===== config.mk =====
export PLATFORM = sky130hd
export DESIGN_NAME = mbc3_rtc_flat
export DESIGN_NICKNAME = d
export VERILOG_FILES = /design/src/rtl/mbc3_rtc_if.sv /design/src/rtl/mbc3_rtc.sv /design/src/flat_wrapper.sv
export SDC_FILE = /design/constraint.sdc
export NUM_CORES = 1
export LEC_CHECK = 0
export ABC_AREA = 0
export BUFFER_PORTS_ARGS = -buffer_cell sky130_fd_sc_hd__buf_2
export CAP_MARGIN = 40
export CORE_ASPECT_RATIO = 0.7
export CORE_UTILIZATION = 40
export CTS_BUF_LIST = sky130_fd_sc_hd__clkbuf_4
export CTS_CLUSTER_DIAMETER = 150
export DETAILED_ROUTE_END_ITERATION = 10
export GPL_TIMING_DRIVEN = 1
export SYNTH_ARGS = -nofsm -noshare
export SYNTH_HDL_FRONTEND = slang
export SYNTH_SLANG_ARGS = --single-unit
export TNS_END_PERCENT = 50

===== constraint.sdc =====
create_clock -name CLK -period 4.2 [get_ports CLK]
set_clock_uncertainty 0.05 [all_clocks]
set_input_delay 0.63 -clock CLK [delete_from_list [all_inputs] [get_ports CLK]]
set_output_delay 0.63 -clock CLK [all_outputs]
set_load 0.005 [all_outputs]

===== src/rtl/mbc3_rtc_if.sv =====
// Pipelined Wishbone slave bus for the MBC3 real-time clock registers.
// Responses arrive one cycle after acceptance; STALL is never raised.
interface mbc3_rtc_if;
  logic       CYC;
  logic       STB;
  logic       WE;
  logic [2:0] ADDR;
  logic [7:0] DAT_ToTarget;
  logic [7:0] DAT_ToInitiator;
  logic       ACK;
  logic       STALL;

  modport slave (
    input  CYC, STB, WE, ADDR, DAT_ToTarget,
    output DAT_ToInitiator, ACK, STALL
  );

  modport master (
    output CYC, STB, WE, ADDR, DAT_ToTarget,
    input  DAT_ToInitiator, ACK, STALL
  );
endinterface


===== src/rtl/mbc3_rtc.sv =====
// MBC3 cartridge RTC: live S/M/H/Day counters driven by a prescaler, plus latched copies for reads.
// Every accepted request gets its ACK (with registered read data) in the next cycle; never stalls.
module mbc3_rtc #(
  parameter int unsigned CLOCKS_PER_SECOND = 4194304
) (
  input  logic       CLK,
  input  logic       RST,
  mbc3_rtc_if.slave  bus
);

  localparam logic [23:0] PRESC_MAX = 24'(CLOCKS_PER_SECOND - 1);
  localparam logic [0:0]  ST_IDLE   = 1'b0;
  localparam logic [0:0]  ST_ARMED  = 1'b1;

  logic [5:0]  sec_q, sec_d;
  logic [5:0]  min_q, min_d;
  logic [4:0]  hour_q, hour_d;
  logic [8:0]  day_q, day_d;
  logic        halt_q, halt_d;
  logic        carry_q, carry_d;
  logic [23:0] presc_q, presc_d;

  logic [5:0]  l_sec_q, l_sec_d;
  logic [5:0]  l_min_q, l_min_d;
  logic [4:0]  l_hour_q, l_hour_d;
  logic [8:0]  l_day_q, l_day_d;
  logic        l_halt_q, l_halt_d;
  logic        l_carry_q, l_carry_d;

  logic [0:0]  state_q, state_d;
  logic        ack_q, ack_d;
  logic [7:0]  dat_q, dat_d;

  logic        accept;
  logic        wr;
  logic        rd;
  logic        field_wr;
  logic        tick;
  logic        s_carry;
  logic        m_carry;
  logic        h_carry;
  logic [7:0]  rdata;

  assign bus.STALL           = 1'b0;
  assign bus.ACK             = ack_q;
  assign bus.DAT_ToInitiator = dat_q;

  always_comb begin
    accept   = bus.CYC & bus.STB;
    wr       = accept & bus.WE;
    rd       = accept & ~bus.WE;
    field_wr = wr && (bus.ADDR <= 3'd4);
    tick     = !halt_q && (presc_q == PRESC_MAX);

    sec_d     = sec_q;
    min_d     = min_q;
    hour_d    = hour_q;
    day_d     = day_q;
    halt_d    = halt_q;
    carry_d   = carry_q;
    presc_d   = presc_q;
    l_sec_d   = l_sec_q;
    l_min_d   = l_min_q;
    l_hour_d  = l_hour_q;
    l_day_d   = l_day_q;
    l_halt_d  = l_halt_q;
    l_carry_d = l_carry_q;
    state_d   = state_q;
    s_carry   = 1'b0;
    m_carry   = 1'b0;
    h_carry   = 1'b0;

    if (!halt_q) begin
      presc_d = tick ? 24'd0 : presc_q + 24'd1;
    end

    // A field write in the same cycle swallows the whole tick so the write lands unmodified.
    if (tick && !field_wr) begin
      if (sec_q == 6'd59) begin
        sec_d   = 6'd0;
        s_carry = 1'b1;
      end else if (sec_q == 6'd63) begin
        sec_d = 6'd0;
      end else begin
        sec_d = sec_q + 6'd1;
      end

      if (s_carry) begin
        if (min_q == 6'd59) begin
          min_d   = 6'd0;
          m_carry = 1'b1;
        end else if (min_q == 6'd63) begin
          min_d = 6'd0;
        end else begin
          min_d = min_q + 6'd1;
        end
      end

      if (m_carry) begin
        if (hour_q == 5'd23) begin
          hour_d  = 5'd0;
          h_carry = 1'b1;
        end else if (hour_q == 5'd31) begin
          hour_d = 5'd0;
        end else begin
          hour_d = hour_q + 5'd1;
        end
      end

      if (h_carry) begin
        day_d = day_q + 9'd1;
        if (day_q == 9'd511) begin
          carry_d = 1'b1;
        end
      end
    end

    if (wr) begin
      case (bus.ADDR)
        3'd0: begin
          sec_d   = bus.DAT_ToTarget[5:0];
          presc_d = 24'd0;
        end
        3'd1: min_d       = bus.DAT_ToTarget[5:0];
        3'd2: hour_d      = bus.DAT_ToTarget[4:0];
        3'd3: day_d[7:0]  = bus.DAT_ToTarget;
        3'd4: begin
          day_d[8] = bus.DAT_ToTarget[0];
          halt_d   = bus.DAT_ToTarget[6];
          carry_d  = bus.DAT_ToTarget[7];
        end
        3'd5: begin
          // Latch on the 0x00 -> 0x01 sequence; copies use pre-tick values.
          if (bus.DAT_ToTarget == 8'h00) begin
            state_d = ST_ARMED;
          end else if (bus.DAT_ToTarget == 8'h01 && state_q == ST_ARMED) begin
            l_sec_d   = sec_q;
            l_min_d   = min_q;
            l_hour_d  = hour_q;
            l_day_d   = day_q;
            l_halt_d  = halt_q;
            l_carry_d = carry_q;
            state_d   = ST_IDLE;
          end else begin
            state_d = ST_IDLE;
          end
        end
        default: ;
      endcase
    end

    case (bus.ADDR)
      3'd0:    rdata = {2'b00, l_sec_q};
      3'd1:    rdata = {2'b00, l_min_q};
      3'd2:    rdata = {3'b000, l_hour_q};
      3'd3:    rdata = l_day_q[7:0];
      3'd4:    rdata = {l_carry_q, l_halt_q, 5'b00000, l_day_q[8]};
      default: rdata = 8'hFF;
    endcase

    ack_d = accept;
    dat_d = rd ? rdata : 8'h00;
  end

  always_ff @(posedge CLK) begin
    if (RST) begin
      sec_q     <= '0;
      min_q     <= '0;
      hour_q    <= '0;
      day_q     <= '0;
      halt_q    <= 1'b0;
      carry_q   <= 1'b0;
      presc_q   <= '0;
      l_sec_q   <= '0;
      l_min_q   <= '0;
      l_hour_q  <= '0;
      l_day_q   <= '0;
      l_halt_q  <= 1'b0;
      l_carry_q <= 1'b0;
      state_q   <= ST_IDLE;
      ack_q     <= 1'b0;
      dat_q     <= '0;
    end else begin
      sec_q     <= sec_d;
      min_q     <= min_d;
      hour_q    <= hour_d;
      day_q     <= day_d;
      halt_q    <= halt_d;
      carry_q   <= carry_d;
      presc_q   <= presc_d;
      l_sec_q   <= l_sec_d;
      l_min_q   <= l_min_d;
      l_hour_q  <= l_hour_d;
      l_day_q   <= l_day_d;
      l_halt_q  <= l_halt_d;
      l_carry_q <= l_carry_d;
      state_q   <= state_d;
      ack_q     <= ack_d;
      dat_q     <= dat_d;
    end
  end

endmodule


===== src/flat_wrapper.sv =====
// flat-port wrapper written by rule: the top's interface ports become plain ports
module mbc3_rtc_flat 
#(
  parameter int unsigned CLOCKS_PER_SECOND = 4194304
)
  (CLK, RST, bus_CYC, bus_STB, bus_WE, bus_ADDR, bus_DAT_ToTarget, bus_DAT_ToInitiator, bus_ACK, bus_STALL);
  mbc3_rtc_if bus_i ();
  input  logic CLK;
  input  logic RST;
  input wire logic [$bits(bus_i.CYC)-1:0] bus_CYC;
  input wire logic [$bits(bus_i.STB)-1:0] bus_STB;
  input wire logic [$bits(bus_i.WE)-1:0] bus_WE;
  input wire logic [$bits(bus_i.ADDR)-1:0] bus_ADDR;
  input wire logic [$bits(bus_i.DAT_ToTarget)-1:0] bus_DAT_ToTarget;
  output wire logic [$bits(bus_i.DAT_ToInitiator)-1:0] bus_DAT_ToInitiator;
  output wire logic [$bits(bus_i.ACK)-1:0] bus_ACK;
  output wire logic [$bits(bus_i.STALL)-1:0] bus_STALL;
  assign bus_i.CYC = bus_CYC;
  assign bus_i.STB = bus_STB;
  assign bus_i.WE = bus_WE;
  assign bus_i.ADDR = bus_ADDR;
  assign bus_i.DAT_ToTarget = bus_DAT_ToTarget;
  assign bus_DAT_ToInitiator = bus_i.DAT_ToInitiator;
  assign bus_ACK = bus_i.ACK;
  assign bus_STALL = bus_i.STALL;
  mbc3_rtc #(.CLOCKS_PER_SECOND(CLOCKS_PER_SECOND)) u_core (.CLK(CLK), .RST(RST), .bus(bus_i));
endmodule

==> impl_metrics.json, run 1 <==
{
  "gp_congestion": 0.8639,
  "crit_family": "simple AND/OR/NAND/NOR gates",
  "hold_violations": 0,
  "drc_errors": 0,
  "synth.most_common_cell": "nor2_1",
  "ant_nets": 0,
  "synth_top_cell_by_area": "dfxtp_1",
  "finalPower_w": 0.001473,
  "die_x_microns": 128.9,
  "drt_iter0_markers": 296,
  "tns_ns": 0,
  "ys_seq_area_share_pct": 39.97,
  "crit_slowest_cell": "a211oi_1",
  "worst_pin_slew_ns": 0.7750,
  "grt_pass1_vias": 3692,
  "relSlewSlack_pct": 48.33,
  "root_buffer": "clkbuf_4",
  "antenna_found_initial": 0,
  "track_usage_pct": 21.58,
  "synthTopCellsByCount": "93 x nor2_1, 90 x dfxtp_1, 42 x mux2i_1",
  "ys_ff_latch": 90,
  "p_comb_share_pct": 5.8,
  "dieHeight_microns": 90.82,
  "regArea_sq_um": 1802,
  "critPathMaxFanout": 7,
  "synth_cell_types": 52,
  "hpwl_microns": 8603,
  "syn-num-nets": 565,
  "die_area_sq_um": 11710,
  "finalWirelength_microns": 11950,
  "seq_power_share_pct": 59.5,
  "yosys.area.top_type_share_pct": 39.97,
  "cts_tree": "built",
  "p_clk_share_pct": 34.6,
  "drive_above_1_share_pct": 8.514,
  "crit_type": "reg -> reg",
  "grt_pass1_wl_microns": 19400,
  "hold_class": "in -> reg",
  "placed_area_sq_um": 4710,
  "fmax_mhz": 319.3,
  "maxCapViolCount": 0,
  "vdd_drop_max_mv": 0.1253,
  "final_nets": 570,
  "fillerInstances": 1102,
  "drv_slew": 0,
  "setup_viol": 0,
  "routed_via_density": 5.708,
  "status": "finished, final reports clean",
  "switchingPower_w": 0.0003926,
  "startpoint_type": "flop",
  "grt_overflow": 0,
  "power.internal_w": 0.001080,
  "required_ns": 4.53,
  "cp-end-kind": "flop",
  "fin_hold_ws_ns": 0.3514,
  "pin_count": 26,
  "wl_per_cell_microns": 16.95,
  "cts_buffers": 9,
  "coreArea_sq_um": 11010,
  "r2r_slack_ns": 1.07,
  "htreeDepth": 3,
  "leakagePower_nw": 1.908,
  "path_clk_slew_ns": 0.15,
  "hold_buffers": 0,
  "fin_crit_ns": 3.131,
  "grt_max_degree": 59,
  "path_cells": "ha_1 -> nand4_1 -> a211oi_1 -> nand3_1 -> or4_1 -> a311oi_1",
  "post_cts_buffers": 0,
  "sw_frac_of_total_pct": 26.66,
  "initial_core_util_pct": 40.94,
  "arrival_ns": 3.46,
  "num_antenna_cells": 0,
  "multi_input_area_sq_um": 2529,
  "post_cts_resized": 0,
  "syn-cell-area_sq_um": 4508,
  "synth_area_per_cell_sq_um": 8.317,
  "yosysWarnings": 0,
  "clock_path_buffers": 2,
  "crit_buf_inv": 0,
  "clock_sinks": 90,
  "area_delta_synth_final_pct": 7.660,
  "synthFlopType": "dfxtp_1",
  "post-route-period-util_pct": 74.56,
  "io_buffers": 24,
  "async_flop_share_pct": 0,
  "design_area_sq_um": 4853,
  "synth_area_leaders": "dfxtp_1 40%, mux2i_1 9.3%, nor2_1 7.7%",
  "critPathMaxStageDelay_ns": 0.62,
  "first_pass_iters": 6,
  "rsz0062_at_grt": "no",
  "syn_inst": 542,
  "synth-edff-count": 0,
  "row_count": 32,
  "vias": 4024,
  "powerDensity_nw_per_um2": 303.5,
  "clk_latency_ns": 0.47
}
[registers in the layout, summed over array words and instances, names as in the netlist]
name                        count
u_core.bus.ACK                  1
u_core.bus.DAT_ToInitiator      8
u_core.carry_q                  1
u_core.day_q                    9
u_core.halt_q                   1
u_core.hour_q                   5
u_core.l_carry_q                1
u_core.l_day_q                  9
u_core.l_halt_q                 1
u_core.l_hour_q                 5
u_core.l_min_q                  6
u_core.l_sec_q                  6
u_core.min_q                    6
u_core.presc_q                 24
u_core.sec_q                    6
u_core.state_q                  1
[final cells by class]
type / count / share of cell area [%]
multi-input cells: 407 / 52.10
clock inverters: 7 / 1.573
repair buffers: 27 / 2.939
inverters: 12 / 0.9281
well taps: 153 / 3.944
flip-flops and latches: 90 / 37.12
clock buffers: 9 / 1.392
[worst register-to-register path, stage by stage (launching register included)]
cell,delay (ns)
dfxtp_1,0.51
ha_1,0.32
nand4_1,0.29
a211oi_1,0.62
nand3_1,0.38
or4_1,0.59
a311oi_1,0.28
[path summary, 6_finish.rpt]
path,from,to,cells after the start
hold reg to reg,u_core.carry_q$_SDFF_PP0_,u_core.carry_q$_SDFF_PP0_,2
hold / removal,bus_STB,u_core.bus.ACK$_SDFF_PP0_,3
setup / recovery,u_core.sec_q[1]$_SDFF_PP0_,u_core.day_q[5]$_SDFF_PP0_,6
setup reg to reg,u_core.sec_q[1]$_SDFF_PP0_,u_core.day_q[5]$_SDFF_PP0_,6
[power groups by stage]
stage | clock, W | combinational [W] | sequential, W
finish | 0.000510 | 0.0000861 | 0.000877
global route | 0.000557 | 0.0000944 | 0.000879
CTS | 0.000523 | 0.0000852 | 0.000877
detailed placement | 0 | 0.0000845 | 0.000895
global placement | 0 | 0.0000829 | 0.000895
floorplan | 0 | 0.0000553 | 0.000891
[cell families (layout without fill, tap and decap cells)]
group	count (synthesis)	after routing	share of synthesized area (%)
multiplexers	42	42	9.325
AND/OR/NAND/NOR	255	255	28.67
other	1	1	0.08318
adder cells (fa/ha/maj)	7	7	1.943
AO/OA/AOI/OAI	80	80	11.80
buffers and inverters	45	55	3.941
XOR/XNOR	22	22	4.274
flip-flops	90	90	39.97
[through the flow]
| step | instances | utilization, % | setup slack, ns |
|---|---|---|---|
| after detailed placement | 689 | 42.77 | 0.9843 |
| final | 705 | 44.08 | 1.069 |
| after floorplan | 542 | - | 1.523 |
| after CTS | 705 | 44.08 | 1.121 |
| after global placement | 689 | 42.77 | 1.097 |
| after global routing | 705 | 44.08 | 0.8720 |
[metal layers]
layer | GRT usage (%) | vias up | routed length (microns)
met4 | 5.588 | 0 | 120
met1 | 32.04 | 1892 | 6066
met3 | 5.154 | 16 | 842
met2 | 30.72 | 148 | 4924
li1 | - | 1968 | -
met5 | 0 | - | 0
[cells in the final DEF, fill, tap and decap left out, drive strengths merged, types with 9 or more instances in the layout]
| master | netlist | layout |
|---|---|---|
| mux2i | 42 | 42 |
| nand3 | 21 | 21 |
| nand4 | 17 | 17 |
| nand2 | 38 | 38 |
| clkbuf | 25 | 9 |
| and3 | 10 | 10 |
| nor2b | 9 | 9 |
| nor2 | 93 | 93 |
| a31oi | 9 | 9 |
| a21oi | 14 | 14 |
| o21ai | 21 | 21 |
| inv | 11 | 14 |
| dfxtp | 90 | 90 |
| a311oi | 13 | 13 |
| buf | 8 | 27 |
| nor3 | 10 | 10 |
| nor4 | 16 | 16 |
| xnor2 | 14 | 14 |
No activity file was read; power rests on OpenSTA's default activity.
==> inputs of run 2 (changes only) <==
- clock period: 4.2 -> 3.1 ns (I/O delays scaled with it)
==> run 2 against run 1 <==
Sequential share of layout area shrank 1.1 points. Clock-buffer cell count grew 1. Non-clock buffer count grew 11. Critical path depth grew 1. Die area is the same. Register-to-register slack lost 0.83 ns. Maximum frequency grew 9.3%. Flip-flop and latch count is the same. Largest power group unchanged.
==> impl_metrics.json, run 2 (same netlist as run 1, synthesis figures left out) <==
{
  "seq_power_share_pct": 53.5,
  "io_buffers": 24,
  "initial_core_util_pct": 40.94,
  "die_area_sq_um": 11710,
  "reg.largest.list": "u_core.presc_q x24, u_core.day_q x9, u_core.l_day_q x9",
  "drt_iter0_markers": 362,
  "grt_overflow": 0,
  "area_delta_synth_final_pct": 10.99,
  "largest_reg_flops": 24,
  "die_x_microns": 128.9,
  "critPathMaxFanout": 11,
  "post_cts_buffers": 0,
  "switchingPower_w": 0.0005053,
  "num_antenna_cells": 0,
  "setup_viol": 0,
  "tns_ns": 0,
  "antenna_found_initial": 0,
  "arrival_ns": 3.19,
  "largest-register": "u_core.presc_q",
  "finalWirelength_microns": 11710,
  "drive_above_1_share_pct": 10.30,
  "vias": 4031,
  "crit_type": "reg -> reg",
  "wl_per_cell_microns": 16.35,
  "required_ns": 3.42,
  "hold_class": "in -> reg",
  "layout_common_cells": "93 x nor2_1, 90 x dfxtp_1, 42 x mux2i_1",
  "ant_nets": 0,
  "clk_latency_ns": 0.46,
  "first_pass_iters": 5,
  "grt_pass1_wl_microns": 18830,
  "fin_crit_ns": 2.864,
  "track_usage_pct": 21.15,
  "post_cts_resized": 0,
  "path_clk_slew_ns": 0.14,
  "powerDensity_nw_per_um2": 443.5,
  "routed_via_density": 5.630,
  "vdd_drop_max_mv": 0.2586,
  "clock_sinks": 90,
  "startpoint_type": "flop",
  "pin_count": 26,
  "grt_pass1_vias": 3580,
  "gp_congestion": 0.8458,
  "fin_hold_ws_ns": 0.1800,
  "drv_slew": 0,
  "post-route-period-util_pct": 92.40,
  "leakagePower_nw": 1.986,
  "cts_buffers": 9,
  "drc_errors": 0,
  "dieHeight_microns": 90.82,
  "rsz0062_at_grt": "no",
  "fmax_mhz": 349.1,
  "final_nets": 581,
  "cts_tree": "built",
  "fillerInstances": 1077,
  "cp-end-kind": "flop",
  "root_buffer": "clkbuf_4",
  "hpwl_microns": 8541,
  "power.internal_w": 0.001714,
  "coreArea_sq_um": 11010,
  "p_comb_share_pct": 5.4,
  "worst_pin_slew_ns": 0.7178,
  "sw_frac_of_total_pct": 22.77,
  "maxCapViolCount": 0,
  "grt_max_degree": 27,
  "hold_violations": 0,
  "layout_commonest_cell": "nor2_1",
  "status": "finished, final reports clean",
  "clock_path_buffers": 2,
  "hold_buffers": 0,
  "relSlewSlack_pct": 51.71,
  "htreeDepth": 3,
  "row_count": 32,
  "p_clk_share_pct": 41.1
}
## run 2: changes by cell type in the layout (fill, tap and decap cells not counted), sizes merged
cell	before	now
bufinv	1	4
buf	27	38
clkbuf	9	10
clkinv	3	1
inv	14	12
## run 2: final timing paths
path	start	endpoint	slack, ns	cells past startpoint
max	u_core.presc_q[0]$_SDFF_PP0_	u_core.day_q[5]$_SDFF_PP0_	0.24	7
min	bus_STB	u_core.bus.ACK$_SDFF_PP0_	0.18	3
max reg2reg	u_core.presc_q[0]$_SDFF_PP0_	u_core.day_q[5]$_SDFF_PP0_	0.24	7
min reg2reg	u_core.state_q$_SDFFE_PP0P_	u_core.state_q$_SDFFE_PP0P_	0.44	2
## run 2: critical path, cell delays in order (launching register included)
cell and delay [ns]:
dfxtp_1 0.43, ha_1 0.19, nand4b_1 0.14, buf_4 0.21
nor4_1 0.50, nand3_1 0.40, or4_1 0.59, a311oi_1 0.28
## run 2: final cells by class
cell class / count / area, sq um / area share [%]
inverter: 12 / 45.04 / 0.9002
sequential: 90 / 1802 / 36.01
clock buffer: 10 / 75.07 / 1.500
timing repair buffer: 38 / 225.2 / 4.501
multi-input combinational: 407 / 2529 / 50.54
clock inverter: 6 / 136.4 / 2.726
tap: 153 / 191.4 / 3.826
## run 2: power groups by stage
stage	clock (W)	sequential (W)	combinational, W
after global placement	0	0.00121	0.000117
after floorplan	0	0.00121	0.0000750
final	0.000911	0.00119	0.000121
after global routing	0.000988	0.00119	0.000134
after CTS	0.000944	0.00119	0.000119
after detailed placement	0	0.00121	0.000119
## run 2: metrics by stage
step | power, W | cells | util [%] | worst slack [ns] | cell area [sq um]
after global placement | 0.001328 | 700 | 43.52 | 0.4700 | 4792
final | 0.002219 | 716 | 45.44 | 0.2356 | 5004
after detailed placement | 0.001332 | 700 | 43.52 | 0.2897 | 4792
after floorplan | 0.001283 | 542 | - | 0.5837 | 4508
after global routing | 0.002313 | 716 | 45.44 | 0.04796 | 5004
after CTS | 0.002251 | 716 | 45.44 | 0.2449 | 5004
## run 2: routing by layer
layer	GRT usage (%)	routed length [microns]	up-vias
li1	-	-	1994
met1	33.08	6002	1867
met2	27.88	4570	153
met3	4.621	957	17
met4	6.569	179	0
met5	0	0	-
==> inputs of run 3 (changes only) <==
- ABC_AREA: 0 -> 1
- CAP_MARGIN: 40 -> 5
==> run 3 against run 2 <==
Critical path depth grew 2. Sequential power about the same. Clock-buffer cell count is 1 lower. Combinational power is 9.9% lower. Via count grew 21%. Total power down 5.7%. Synthesized cell count grew 41%. Flip-flop and latch count is the same. Sequential share of layout area decreased by 2.8 points. Final cell count grew 31%. Register-to-register slack better by 0.48 ns. Die area up 11%. Critical endpoint is now u_core.presc_q[13]$_SDFF_PP0_. Largest power group unchanged.
==> impl_metrics.json, run 3 <==
{
  "multi_input_area_sq_um": 2585,
  "fin_crit_ns": 2.381,
  "fillerInstances": 1242,
  "vias": 4887,
  "grt_use_met1_pct": 32.98,
  "hpwl_microns": 10340,
  "worstHoldPathCells": 3,
  "initial_core_util_pct": 42.00,
  "pre_cts_ws_ns": 0.3342,
  "hold_buffers": 0,
  "antenna_found_initial": 0,
  "reg.largest.list": "u_core.presc_q x24, u_core.day_q x9, u_core.l_day_q x9",
  "synth_top_cell_by_area": "dfxtp_1",
  "status": "finished, final reports clean",
  "hold_violations": 0,
  "synth_cell_types": 40,
  "regArea_sq_um": 1802,
  "grt_pass1_vias": 4371,
  "arrival_ns": 2.74,
  "drive_above_1_share_pct": 8.835,
  "r2r_start": "u_core.presc_q[0]$_SDFF_PP0_",
  "grt_pass1_wl_microns": 22230,
  "vdd_drop_max_mv": 0.2427,
  "path_clk_slew_ns": 0.15,
  "gp_congestion": 0.8633,
  "grt_busiest_layer": "met1",
  "async_flop_share_pct": 0,
  "cts_tree": "built",
  "worst_r2r_path_depth": 9,
  "row_count": 33,
  "synth-edff-count": 0,
  "synthTopCellsByCount": "158 x nand2_1, 125 x inv_1, 92 x nor2_1",
  "reg2reg_to": "u_core.presc_q[13]$_SDFF_PP0_",
  "die_x_microns": 136.0,
  "post_cts_buffers": 0,
  "grt_util_met3_pct": 4.265,
  "clock_sinks": 90,
  "syn-num-nets": 785,
  "relSlewSlack_pct": 57.14,
  "synth.most_common_cell": "nand2_1",
  "finalWirelength_microns": 13570,
  "syn_inst": 762,
  "hp-start": "bus_STB",
  "placed_area_sq_um": 5249,
  "clk_latency_ns": 0.46,
  "startpoint_type": "flop",
  "timing.final.ws_setup_ns": 0.7189,
  "first_pass_iters": 5,
  "design_area_sq_um": 5423,
  "fmax_mhz": 420.0,
  "htreeDepth": 3,
  "cp-end-kind": "flop",
  "yosys.area.top_type_share_pct": 35.83,
  "die_area_sq_um": 13030,
  "io_buffers": 24,
  "area_delta_synth_final_pct": 7.838,
  "root_buffer": "clkbuf_4",
  "grt_overflow": 0,
  "hold_class": "in -> reg",
  "cts_buffers": 9,
  "yosysWarnings": 0,
  "num_antenna_cells": 0,
  "post_cts_resized": 0,
  "drv_slew": 0,
  "use_met2_pct": 31.60,
  "pin_count": 26,
  "final_nets": 800,
  "ys_ff_latch": 90,
  "coreArea_sq_um": 11970,
  "largest-register": "u_core.presc_q",
  "synth_area_per_cell_sq_um": 6.599,
  "drt_iter0_markers": 395,
  "rsz0062_at_grt": "no",
  "synth_area_leaders": "dfxtp_1 36%, nand2_1 12%, inv_1 9.3%",
  "track_usage_pct": 22.06,
  "ys_seq_area_share_pct": 35.83,
  "layout_common_cells": "158 x nand2_1, 125 x inv_1, 92 x nor2_1",
  "layout_commonest_cell": "nand2_1",
  "drc_errors": 0,
  "tns_ns": 0,
  "largest_reg_flops": 24,
  "r2r_slack_ns": 0.72,
  "post-route-period-util_pct": 76.81,
  "syn-cell-area_sq_um": 5029,
  "synthFlopType": "dfxtp_1",
  "routed_via_density": 5.210,
  "powerDensity_nw_per_um2": 385.8,
  "critPathMaxFanout": 13,
  "leakagePower_nw": 2.347,
  "required_ns": 3.46,
  "fin_hold_ws_ns": 0.2586,
  "grt_max_degree": 36,
  "setup_viol": 0,
  "ant_nets": 0,
  "dieHeight_microns": 95.81,
  "worstHoldEndpoint": "u_core.bus.ACK$_SDFF_PP0_",
  "wl_per_cell_microns": 14.47,
  "clock_path_buffers": 2,
  "maxCapViolCount": 0,
  "worst_pin_slew_ns": 0.6406,
  "crit_type": "reg -> reg"
}
## run 3: cell count changes after synthesis, sizes merged, moves of 19 or more
cell    delta
nand3     +37
mux2i     -42
nand2    +125
o21ai     +24
inv      +117
a21oi     +19
a211oi    +24
## run 3: worst max-delay path, cell delays in order (launching register included)
cell     delay (ns)
dfxtp_1        0.35
ha_1           0.21
nand2_1        0.15
nor2_4         0.06
nand3_1        0.13
nor2_2         0.12
nor2_1         0.51
inv_1          0.39
a21oi_1        0.22
o21a_1         0.14
## run 3: routing by layer
layer / up-vias / wire, microns
met5: - / 0
met2: 107 / 5586
met1: 2277 / 7109
li1: 2488 / -
met3: 15 / 693
met4: 0 / 181
## run 3: worst max path at each step
| stage | slack [ns] | to | start | cells after the start |
|---|---|---|---|---|
| 6_report | 0.72 | u_core.presc_q[13]$_SDFF_PP0_ | u_core.presc_q[0]$_SDFF_PP0_ | 9 |
| 5_1_grt | 0.51 | u_core.presc_q[16]$_SDFF_PP0_ | u_core.halt_q$_SDFFE_PP0P_ | 9 |
| 4_1_cts | 0.72 | u_core.presc_q[13]$_SDFF_PP0_ | u_core.presc_q[0]$_SDFF_PP0_ | 9 |
| 3_5_place_dp | 0.33 | u_core.presc_q[13]$_SDFF_PP0_ | bus_ADDR[0] | 10 |
| 3_3_place_gp | 0.46 | u_core.presc_q[13]$_SDFF_PP0_ | bus_ADDR[0] | 10 |
| 2_1_floorplan | 1.44 | u_core.day_q[0]$_SDFF_PP0_ | u_core.sec_q[0]$_SDFF_PP0_ | 11 |
## run 3: layout make-up
| cell class | count | share of cell area, % |
|---|---|---|
| multi-input cells | 514 | 47.67 |
| flip-flops and latches | 90 | 33.23 |
| inverters | 131 | 9.091 |
| well taps | 157 | 3.623 |
| repair buffers | 31 | 3.184 |
| clock inverters | 6 | 1.961 |
| clock buffers | 9 | 1.246 |
## run 3: metrics by stage
| step | power [W] | instances | util (%) |
|---|---|---|---|
| finish | 0.002092 | 938 | 45.29 |
| global route | 0.002180 | 938 | 45.29 |
| floorplan | 0.001270 | 762 | - |
| global placement | 0.001308 | 923 | 43.83 |
| detailed placement | 0.001311 | 923 | 43.83 |
| CTS | 0.002111 | 938 | 45.29 |
## run 3: cell families (layout without fill, tap and decap cells)
logic type	count (synthesis)	count (layout)	share of synthesized area [%]
simple gates	367	367	32.67
compound gates	130	130	15.35
flops	90	90	35.83
fa+ha+maj	7	7	1.742
xor+xnor	9	9	1.568
other cells	1	1	0.07457
buf+inv	158	177	12.76
## run 3: where the power goes
| group | switching, W | internal (W) |
|---|---|---|
| logic | 0.0000750 | 0.0000336 |
| registers | 0.0000109 | 0.00117 |
| clock network | 0.000405 | 0.000400 |
